==> src/rtl/cpu_pkg.sv <==
// Shared types and constants for the memory-port arbiter.
// Holds the FSM states, default widths, requester IDs and the saturating streak increment.
package cpu_pkg;

  localparam int ADDR_W_DEF = 32;
  localparam int DATA_W_DEF = 32;
  localparam int STREAK_W   = 4;

  localparam logic REQ_IF = 1'b0;
  localparam logic REQ_D  = 1'b1;

  typedef enum logic [1:0] {
    IDLE,
    BUSY_I,
    BUSY_D,
    RESP
  } arb_state_t;

  function automatic logic [STREAK_W-1:0] sat_inc(input logic [STREAK_W-1:0] v,
                                                  input logic [STREAK_W-1:0] lim);
    return (v >= lim) ? lim : v + 1'b1;
  endfunction

endpackage

==> src/rtl/arb_prio_pick.sv <==
// Winner selection between fetch and data (data first, bounded by the streak limit).
// Purely combinational; also produces the streak counter's next value.
module arb_prio_pick
  import cpu_pkg::*;
#(
  parameter int MAX_D_STREAK = 4
) (
  input  logic                i_if_req,
  input  logic                i_d_req,
  input  logic [STREAK_W-1:0] i_streak,
  output logic                o_grant_vld,
  output logic                o_grant_who,
  output logic [STREAK_W-1:0] o_streak_nxt
);

  localparam logic [STREAK_W-1:0] LP_MAX = STREAK_W'(MAX_D_STREAK);

  logic w_d_win;

  always_comb begin
    w_d_win      = i_d_req & (~i_if_req | (i_streak < LP_MAX));
    o_grant_vld  = i_if_req | i_d_req;
    o_grant_who  = w_d_win ? REQ_D : REQ_IF;
    // Only data wins taken while fetch is waiting count towards the streak.
    o_streak_nxt = (w_d_win & i_if_req) ? sat_inc(i_streak, LP_MAX) : '0;
  end

endmodule

==> src/rtl/mem_port_arbiter.sv <==
// Shares one memory port between fetch and data; min 3 cycles req->ready, mem_req held until mem_ack.
// Optional perf counters (perf_if_wait/perf_d_wait/perf_xfers) enabled by ARB_PERF_CNT_EN.
module mem_port_arbiter
  import cpu_pkg::*;
#(
  parameter int ADDR_W       = ADDR_W_DEF,
  parameter int DATA_W       = DATA_W_DEF,
  parameter int MAX_D_STREAK = 4
) (
  input  logic              clk,
  input  logic              rst,
  input  logic              if_req,
  input  logic [ADDR_W-1:0] if_addr,
  output logic [DATA_W-1:0] if_rdata,
  output logic              if_ready,
  input  logic              d_req,
  input  logic              d_we,
  input  logic [ADDR_W-1:0] d_addr,
  input  logic [DATA_W-1:0] d_wdata,
  output logic [DATA_W-1:0] d_rdata,
  output logic              d_ready,
  output logic              mem_req,
  output logic              mem_we,
  output logic [ADDR_W-1:0] mem_addr,
  output logic [DATA_W-1:0] mem_wdata,
  input  logic [DATA_W-1:0] mem_rdata,
  input  logic              mem_ack,
`ifdef ARB_PERF_CNT_EN
  output logic [31:0]       perf_if_wait,
  output logic [31:0]       perf_d_wait,
  output logic [31:0]       perf_xfers,
`endif
  output logic              grant_d
);

  arb_state_t          r_state, w_state_nxt;
  logic [STREAK_W-1:0] r_streak, w_streak_nxt;
  logic                w_grant_vld, w_grant_who;
  logic                r_mem_req, r_mem_we, r_grant_d;
  logic [ADDR_W-1:0]   r_mem_addr;
  logic [DATA_W-1:0]   r_mem_wdata, r_if_rdata, r_d_rdata;

  arb_prio_pick #(.MAX_D_STREAK(MAX_D_STREAK)) u_pick (
    .i_if_req     (if_req),
    .i_d_req      (d_req),
    .i_streak     (r_streak),
    .o_grant_vld  (w_grant_vld),
    .o_grant_who  (w_grant_who),
    .o_streak_nxt (w_streak_nxt)
  );

  always_ff @(posedge clk or posedge rst) begin
    if (rst) r_state <= IDLE;
    else     r_state <= w_state_nxt;
  end

  always_comb begin
    w_state_nxt = r_state;
    if_ready    = 1'b0;
    d_ready     = 1'b0;
    case (r_state)
      IDLE:           if (w_grant_vld) w_state_nxt = (w_grant_who == REQ_D) ? BUSY_D : BUSY_I;
      BUSY_I, BUSY_D: if (mem_ack) w_state_nxt = RESP;
      RESP: begin
        w_state_nxt = IDLE;
        if_ready    = (r_grant_d == REQ_IF);
        d_ready     = (r_grant_d == REQ_D);
      end
      default:        w_state_nxt = IDLE;
    endcase
  end

  // Request fields are captured once at grant; later requester changes are invisible to memory.
  always_ff @(posedge clk or posedge rst) begin
    if (rst) begin
      r_streak    <= '0;
      r_mem_req   <= 1'b0;
      r_mem_we    <= 1'b0;
      r_mem_addr  <= '0;
      r_mem_wdata <= '0;
      r_grant_d   <= 1'b0;
      r_if_rdata  <= '0;
      r_d_rdata   <= '0;
    end else begin
      case (r_state)
        IDLE: begin
          r_streak <= w_streak_nxt;
          if (w_grant_vld) begin
            r_mem_req <= 1'b1;
            r_grant_d <= w_grant_who;
            if (w_grant_who == REQ_D) begin
              r_mem_we    <= d_we;
              r_mem_addr  <= d_addr;
              r_mem_wdata <= d_wdata;
            end else begin
              r_mem_we    <= 1'b0;
              r_mem_addr  <= if_addr;
              r_mem_wdata <= '0;
            end
          end
        end
        BUSY_I: if (mem_ack) begin
          r_mem_req  <= 1'b0;
          r_if_rdata <= mem_rdata;
        end
        BUSY_D: if (mem_ack) begin
          r_mem_req <= 1'b0;
          if (!r_mem_we) r_d_rdata <= mem_rdata;
        end
        default: ;
      endcase
    end
  end

  assign mem_req   = r_mem_req;
  assign mem_we    = r_mem_we;
  assign mem_addr  = r_mem_addr;
  assign mem_wdata = r_mem_wdata;
  assign if_rdata  = r_if_rdata;
  assign d_rdata   = r_d_rdata;
  assign grant_d   = r_grant_d;

`ifdef ARB_PERF_CNT_EN
  logic w_ack_ok;
  assign w_ack_ok = mem_ack & ((r_state == BUSY_I) | (r_state == BUSY_D));

  always_ff @(posedge clk or posedge rst) begin
    if (rst) begin
      perf_if_wait <= '0;
      perf_d_wait  <= '0;
      perf_xfers   <= '0;
    end else begin
      if (if_req & ~if_ready) perf_if_wait <= perf_if_wait + 32'd1;
      if (d_req & ~d_ready)   perf_d_wait  <= perf_d_wait + 32'd1;
      if (w_ack_ok)           perf_xfers   <= perf_xfers + 32'd1;
    end
  end
`endif

endmodule

==> config.mk <==
export PLATFORM = sky130hd
export DESIGN_NAME = mem_port_arbiter
export DESIGN_NICKNAME = d
export VERILOG_FILES = /design/src/rtl/cpu_pkg.sv /design/src/rtl/arb_prio_pick.sv /design/src/rtl/mem_port_arbiter.sv
export SDC_FILE = /design/constraint.sdc
export NUM_CORES = 1
export LEC_CHECK = 0
export CORE_ASPECT_RATIO = 2
export CORE_MARGIN = 5
export CORE_UTILIZATION = 35
export DETAILED_ROUTE_END_ITERATION = 6
export PLACE_DENSITY_LB_ADDON = 0.3
export SKIP_CTS_REPAIR_TIMING = 1
export SLEW_MARGIN = 30
export SYNTH_ARGS = -nofsm -noshare
export SYNTH_HDL_FRONTEND = slang
export SYNTH_SLANG_ARGS = --single-unit
==> constraint.sdc <==
create_clock -name clk -period 5.2 [get_ports clk]
set_clock_uncertainty 0.05 [all_clocks]
set_input_delay 0.52 -clock clk [delete_from_list [all_inputs] [get_ports clk]]
set_output_delay 0.52 -clock clk [all_outputs]
set_load 0.02 [all_outputs]
==> flow_metrics.py, run 1 <==
metrics = {
    "worst_setup_path": {
        "reg2reg_from": "r_streak[3]$_DFFE_PP0N_",
        "critical_path_arrival_ns": 2.72,
        "reg2reg_depth": 3,
        "worstSetupStartpoint": "r_streak[3]$_DFFE_PP0N_",
        "rr_endpoint": "mem_addr[30]$_DFFE_PP0P_",
        "cp_num_cells": 3,
        "crit_path_max_incr_delay_ns": 0.92,
        "ff2ff_setup_slack_ns": 2.68,
        "worst_ep_required_time_ns": 5.40,
        "critical_path.cell_chain": "o21ai_4 -> and2_2 -> o211ai_1",
        "startpoint_type": "flip-flop",
        "cp_max_fo": 36,
        "crit_family": "compound AO/OA/AOI/OAI gates",
        "path_buf_inv": 0,
        "crit_path_end": "mem_addr[30]$_DFFE_PP0P_",
        "cp_slowest_cell": "and2_2",
        "crit_type": "flip-flop to flip-flop",
        "cp-end-kind": "flip-flop",
    },
    "power": {
        "p_sw_frac": 0.366,
        "p_int_uw": 3890,
        "switching_power_uw": 2240,
        "comb_power_share": 0.482,
        "p_leak_uw": 0.00390,
        "clockPowerShare": 0.206,
        "peakVddDrop_mv": 0.344,
        "p_per_area_nw_per_um2": 667,
        "seqPwrFrac": 0.312,
    },
    "synth": {
        "syn_area_um2": 5790,
        "synth_warnings": 0,
        "syn-num-nets": 578,
        "syn-mean-instance-area_um2": 13.2,
        "yosysUniqueCellTypes": 31,
        "synth_area_leaders": "dfrtp_1, mux2_1, o211ai_2",
        "synth_top_area_share": 0.592,
        "yosysTopAreaCell": "dfrtp_1",
        "synth_cells": 438,
        "yosysSeqAreaShare": 0.592,
        "synth-seq-cells": 137,
    },
    "sta": {
        "setup_viol": 0,
        "relSlewSlack": 0.370,
        "holdWs_ns": 0.430,
        "rsz0062_at_grt": "false",
        "fin_crit_ns": 2.52,
        "hold_viol_final": 0,
        "worst_pin_slew_ns": 0.944,
        "fmax_ghz": 0.396,
        "slew_violations": 0,
        "tns_ns": 0,
        "final.period_utilization": 0.486,
    },
    "drt": {
        "drcViolationCount": 0,
        "dr_total_vias": 4668,
        "drt-initial-drc-count": 129,
        "avgViaCountPerCell": 5.12,
        "wl_per_cell_um": 19.5,
        "wl_um": 17800,
        "ant_nets": 0,
        "first_pass_iters": 4,
    },
    "status": {
        "status": "finished clean",
    },
    "finish": {
        "final_cell_mix": "clkdlybuf4s50_1, dfrtp_1, nand2_1",
        "finish.net_count": 833,
        "finish.utilization": 0.566,
        "instances_no_fill": 911,
        "syn2layout_area_growth_pct": 58.8,
        "final_common_cell": "clkdlybuf4s50_1",
        "drive_above_1_share": 0.108,
    },
    "global_routing": {
        "use_met1": 0.189,
        "met3_usage": 0.0571,
        "grt_first_pass_wirelength_um": 27400,
        "grt_pass1_vias": 5212,
        "grt-busiest-layer": "met2",
        "gr-usage-met2": 0.332,
        "grt_overflow": 0,
        "grt_max_degree": 106,
        "antenna_found_initial": 1,
        "track_usage": 0.184,
    },
    "cts": {
        "cts.sinks": 137,
        "cts_buffers": 17,
        "path_clk_slew_ns": 0.06,
        "cts_root_buf": "clkbuf_16",
        "clk_latency_ns": 0.40,
        "htree_levels": 4,
        "cts_buffer_depth": 2,
        "cts_tree": "built",
    },
    "place": {
        "hpwl_um": 13200,
        "port-buffer-count": 266,
        "gp_congestion": 0.829,
        "dp.cells": 878,
    },
    "floorplan": {
        "die_h_um": 192,
        "initial_utilization": 0.356,
        "ios": 267,
        "fp-row-count": 66,
        "dieArea_um2": 19400,
        "core_um2": 16300,
        "die_w_um": 101,
    },
    "run": {
        "maxCapViolations": 0,
    },
    "hold_path": {
        "hold_class": "flip-flop to flip-flop",
    },
}
## power by group through the flow
stage               clock network (uW)  registers (uW)  logic, uW
floorplan                            0            2520        943
global placement                     0            1910       2920
detailed placement                   0            1930       3010
CTS                               1300            1920       3010
global route                      1350            1990       3140
finish                            1260            1920       2960
## tightest hold or removal path: cells and delay by family, from the launching register on
| kind | cells | cell delay [ns] |
|---|---|---|
| AND/OR/NAND/NOR | 1 | 0.06 |
| AO/OA/AOI/OAI | 1 | 0.05 |
| flip-flops | 1 | 0.34 |
## final cells by class
type | instances | area, um^2
Antenna cell | 1 | 2.50
Clock buffer | 27 | 563
Clock inverter | 5 | 77.6
Fill cell | 1355 | 7070
Inverter | 4 | 22.5
Multi-Input combinational cell | 261 | 2140
Sequential cell | 137 | 3430
Tap cell | 204 | 255
Timing Repair Buffer | 272 | 2710
## cells by family after synthesis
| kind of cell | after synthesis | share of synthesized area |
|---|---|---|
| fa+ha+maj | 6 | 0.0130 |
| mux | 67 | 0.130 |
| buf+inv | 40 | 0.0397 |
| flops | 137 | 0.592 |
| compound gates | 75 | 0.131 |
| simple gates | 113 | 0.0940 |
## how the worst min path moves through the flow
stage	cells past startpoint	to	startpoint	slack (ns)
global route	1	r_streak[0]$_DFFE_PP0N_	r_streak[0]$_DFFE_PP0N_	0.45
finish	2	mem_addr[22]$_DFFE_PP0P_	mem_addr[22]$_DFFE_PP0P_	0.43
CTS	2	mem_addr[22]$_DFFE_PP0P_	mem_addr[22]$_DFFE_PP0P_	0.44
detailed placement	2	mem_addr[22]$_DFFE_PP0P_	mem_addr[22]$_DFFE_PP0P_	0.42
floorplan	1	r_streak[0]$_DFFE_PP0N_	r_streak[0]$_DFFE_PP0N_	0.41
global placement	1	r_streak[0]$_DFFE_PP0N_	r_streak[0]$_DFFE_PP0N_	0.42
## flip-flops by register name, summed over array words and instances, names as in the netlist
name and count:
d_rdata 32, grant_d 1, if_rdata 32, mem_addr 32, mem_req 1, mem_wdata 32, mem_we 1, r_state 2
r_streak 4
## Yosys cell counts, drive strengths merged
cell and instances:
dfrtp 137, nand2 66, mux2 65, nand4 34, a22o 33, o211ai 32
buf 28, clkbuf 8, ha 6, inv 4, nor2 4, nor2b 4
o21ai 3, a31oi 2, and2 2, mux2i 2, a21o 1, a21oi 1
a32o 1, and3 1, nand3b 1, nor3b 1, o21a 1, o22ai 1
## per-stage QoR
step	total power, uW	area (um^2)	worst slack (ns)
2_1_floorplan	3460	5790	0.962
3_3_place_gp	4840	8550	2.36
3_5_place_dp	4930	8550	2.26
4_1_cts	6230	9200	2.67
5_1_grt	6470	9200	2.51
6_report	6130	9200	2.68
## layer usage
metal  vias up  share of wire  routed length [um]
met2       207           0.55                9730
met4         0          0.041                 722
met1      2326           0.35                6160
met5         -              0                   0
met3        38          0.066                1170
li1       2097              -                   -
Note: power is estimated with default switching activity, not from simulation.
==> run 2, diff against run 1 <==
==> constraint.sdc (replaced) <==
create_clock -name clk -period 2.4 [get_ports clk]
set_clock_uncertainty 0.05 [all_clocks]
set_input_delay 0.24 -clock clk [delete_from_list [all_inputs] [get_ports clk]]
set_output_delay 0.24 -clock clk [all_outputs]
set_load 0.02 [all_outputs]
==> run 2 against run 1 <==
  * Cell count grew 0.99%
  * First-iteration DRC count grew 5.4%
  * Utilization up 0.46 points
  * Non-clock buffer count increased by 8
  * Sequential share of layout area decreased by 0.30 points
  * Clock-buffer cell count is 3 lower
  * Highest routed layer unchanged
  * Worst hold slack worse by 0.16 ns
  * Register-to-register slack worse by 2.3 ns
  * Global-route usage barely moved
  * Critical endpoint is now if_ready
  * Clock power up 120%
  * Setup slack worse by 2.3 ns
  * Largest power group unchanged
  * Critical path type is now flip-flop to output port
==> flow_metrics.py, run 2 (same netlist as run 1, synthesis figures left out) <==
metrics = {
    "sta": {
        "fmax_ghz": 0.487,
        "final.period_utilization": 0.855,
        "relSlewSlack": 0.382,
        "timing.final.ws_setup_ns": 0.349,
        "slew_violations": 0,
        "setup_viol": 0,
        "worst_pin_slew_ns": 0.927,
        "tns_ns": 0,
        "hold_viol_final": 0,
        "fin_crit_ns": 2.05,
        "rsz0062_at_grt": "false",
    },
    "global_routing": {
        "use_met1": 0.189,
        "gr-usage-met2": 0.335,
        "antenna_found_initial": 2,
        "grt_pass1_vias": 5247,
        "track_usage": 0.184,
        "grt-busiest-layer": "met2",
        "met3_usage": 0.0469,
        "grt_first_pass_wirelength_um": 27600,
        "grt_overflow": 0,
        "grt_max_degree": 71,
    },
    "cts": {
        "cts_buffers": 17,
        "cts_tree": "built",
        "cts.sinks": 137,
        "cts_buffer_depth": 2,
        "cts_root_buf": "clkbuf_16",
        "path_clk_slew_ns": 0.06,
        "htree_levels": 4,
        "clk_latency_ns": 0.41,
    },
    "finish": {
        "multiInputGateArea_um2": 2140,
        "syn2layout_area_growth_pct": 60.1,
        "fillers": 1368,
        "finish.net_count": 841,
        "drive_above_1_share": 0.113,
        "final_common_cell": "clkdlybuf4s50_1",
        "final-seq-area_um2": 3430,
        "final_cell_mix": "clkdlybuf4s50_1, dfrtp_1, nand2_1",
        "finish.utilization": 0.570,
    },
    "run": {
        "maxCapViolations": 0,
    },
    "drt": {
        "drcViolationCount": 0,
        "dr_total_vias": 4738,
        "ant_nets": 0,
        "first_pass_iters": 4,
        "avgViaCountPerCell": 5.15,
        "wl_per_cell_um": 19.3,
        "wl_um": 17800,
        "drt-initial-drc-count": 136,
    },
    "hold_path": {
        "hold_class": "input port to asynchronous set/reset pin",
    },
    "power": {
        "p_per_area_nw_per_um2": 1440,
        "p_leak_uw": 0.00394,
        "peakVddDrop_mv": 0.728,
    },
    "worst_setup_path": {
        "cp-end-kind": "output port",
        "path_buf_inv": 1,
        "critical_path.cell_chain": "ha_1 -> nor2b_1 -> clkdlybuf4s50_1",
        "cp_slowest_cell": "clkdlybuf4s50_1",
        "startpoint_type": "flip-flop",
        "crit_path_max_incr_delay_ns": 0.61,
        "cp_max_fo": 4,
        "critical_path_arrival_ns": 1.76,
        "worst_ep_required_time_ns": 2.11,
        "crit_family": "buffers and inverters",
        "crit_type": "flip-flop to output port",
    },
    "floorplan": {
        "core_um2": 16300,
        "dieArea_um2": 19400,
        "ios": 267,
        "initial_utilization": 0.356,
        "die_h_um": 192,
        "fp-row-count": 66,
        "die_w_um": 101,
    },
    "place": {
        "hpwl_um": 13500,
        "port-buffer-count": 266,
        "pre_cts_ws_ns": 0.364,
        "gp_congestion": 0.817,
    },
    "status": {
        "status": "finished clean",
    },
}
-- run 2: cell count changes in the layout (fill, tap and decap cells not counted), sizes merged --
cell    previous run  this run
clkinv             2         4
buf                6        14
inv                4         3
bufinv             2         4
clkbuf            27        24
diode              1         2
-- run 2: path summary, 6_finish.rpt --
check | startpoint | end | slack (ns) | cells after the start
worst max-delay path | r_state[0]$_DFFE_PP0P_ | if_ready | 0.35 | 3
worst min-delay path | rst | mem_wdata[12]$_DFFE_PP0P_ | 0.27 | 3
worst max register to register | r_state[0]$_DFFE_PP0P_ | mem_addr[19]$_DFFE_PP0P_ | 0.37 | 6
worst min register to register | d_rdata[5]$_DFFE_PP0P_ | d_rdata[5]$_DFFE_PP0P_ | 0.44 | 1
max in group asynchronous | rst | mem_addr[17]$_DFFE_PP0P_ | 1.62 | 3
min in group clk | if_addr[12] | mem_addr[12]$_DFFE_PP0P_ | 0.36 | 3
-- run 2: tightest hold or removal path, delay by kind of cell --
kind	cells	cell delay, ns
buf+inv	3	0.89
-- run 2: layer usage --
layer | up-vias | routed length [um] | share of wire
met5 | - | 0 | 0
met4 | 0 | 628 | 0.035
met1 | 2359 | 5990 | 0.34
met2 | 228 | 9940 | 0.56
li1 | 2117 | - | -
met3 | 34 | 1230 | 0.069
-- run 2: report_power, final --
group          switching [uW]  internal [uW]  total [uW]
combinational            3280           3190        6470
clock                     927           1840        2770
sequential                665           3480        4140
total                    4870           8510       13400
-- run 2: cell type report --
type                       instances  area share
sequential                       137       0.370
timing repair buffer             280       0.301
multi-input combinational        261       0.231
clock buffer                      24      0.0530
tap                              204      0.0275
clock inverter                     8      0.0151
inverter                           4     0.00202
antenna                            2    0.000540
-- run 2: through the flow --
step                area (um^2)  cells  total power [uW]  hold WS (ns)
global route               9280    920             14100         0.314
finish                     9280    920             13400         0.270
global placement           8640    886             10500         0.417
detailed placement         8640    886             10700         0.418
floorplan                  5800    438              7500         0.322
CTS                        9270    918             13600         0.271
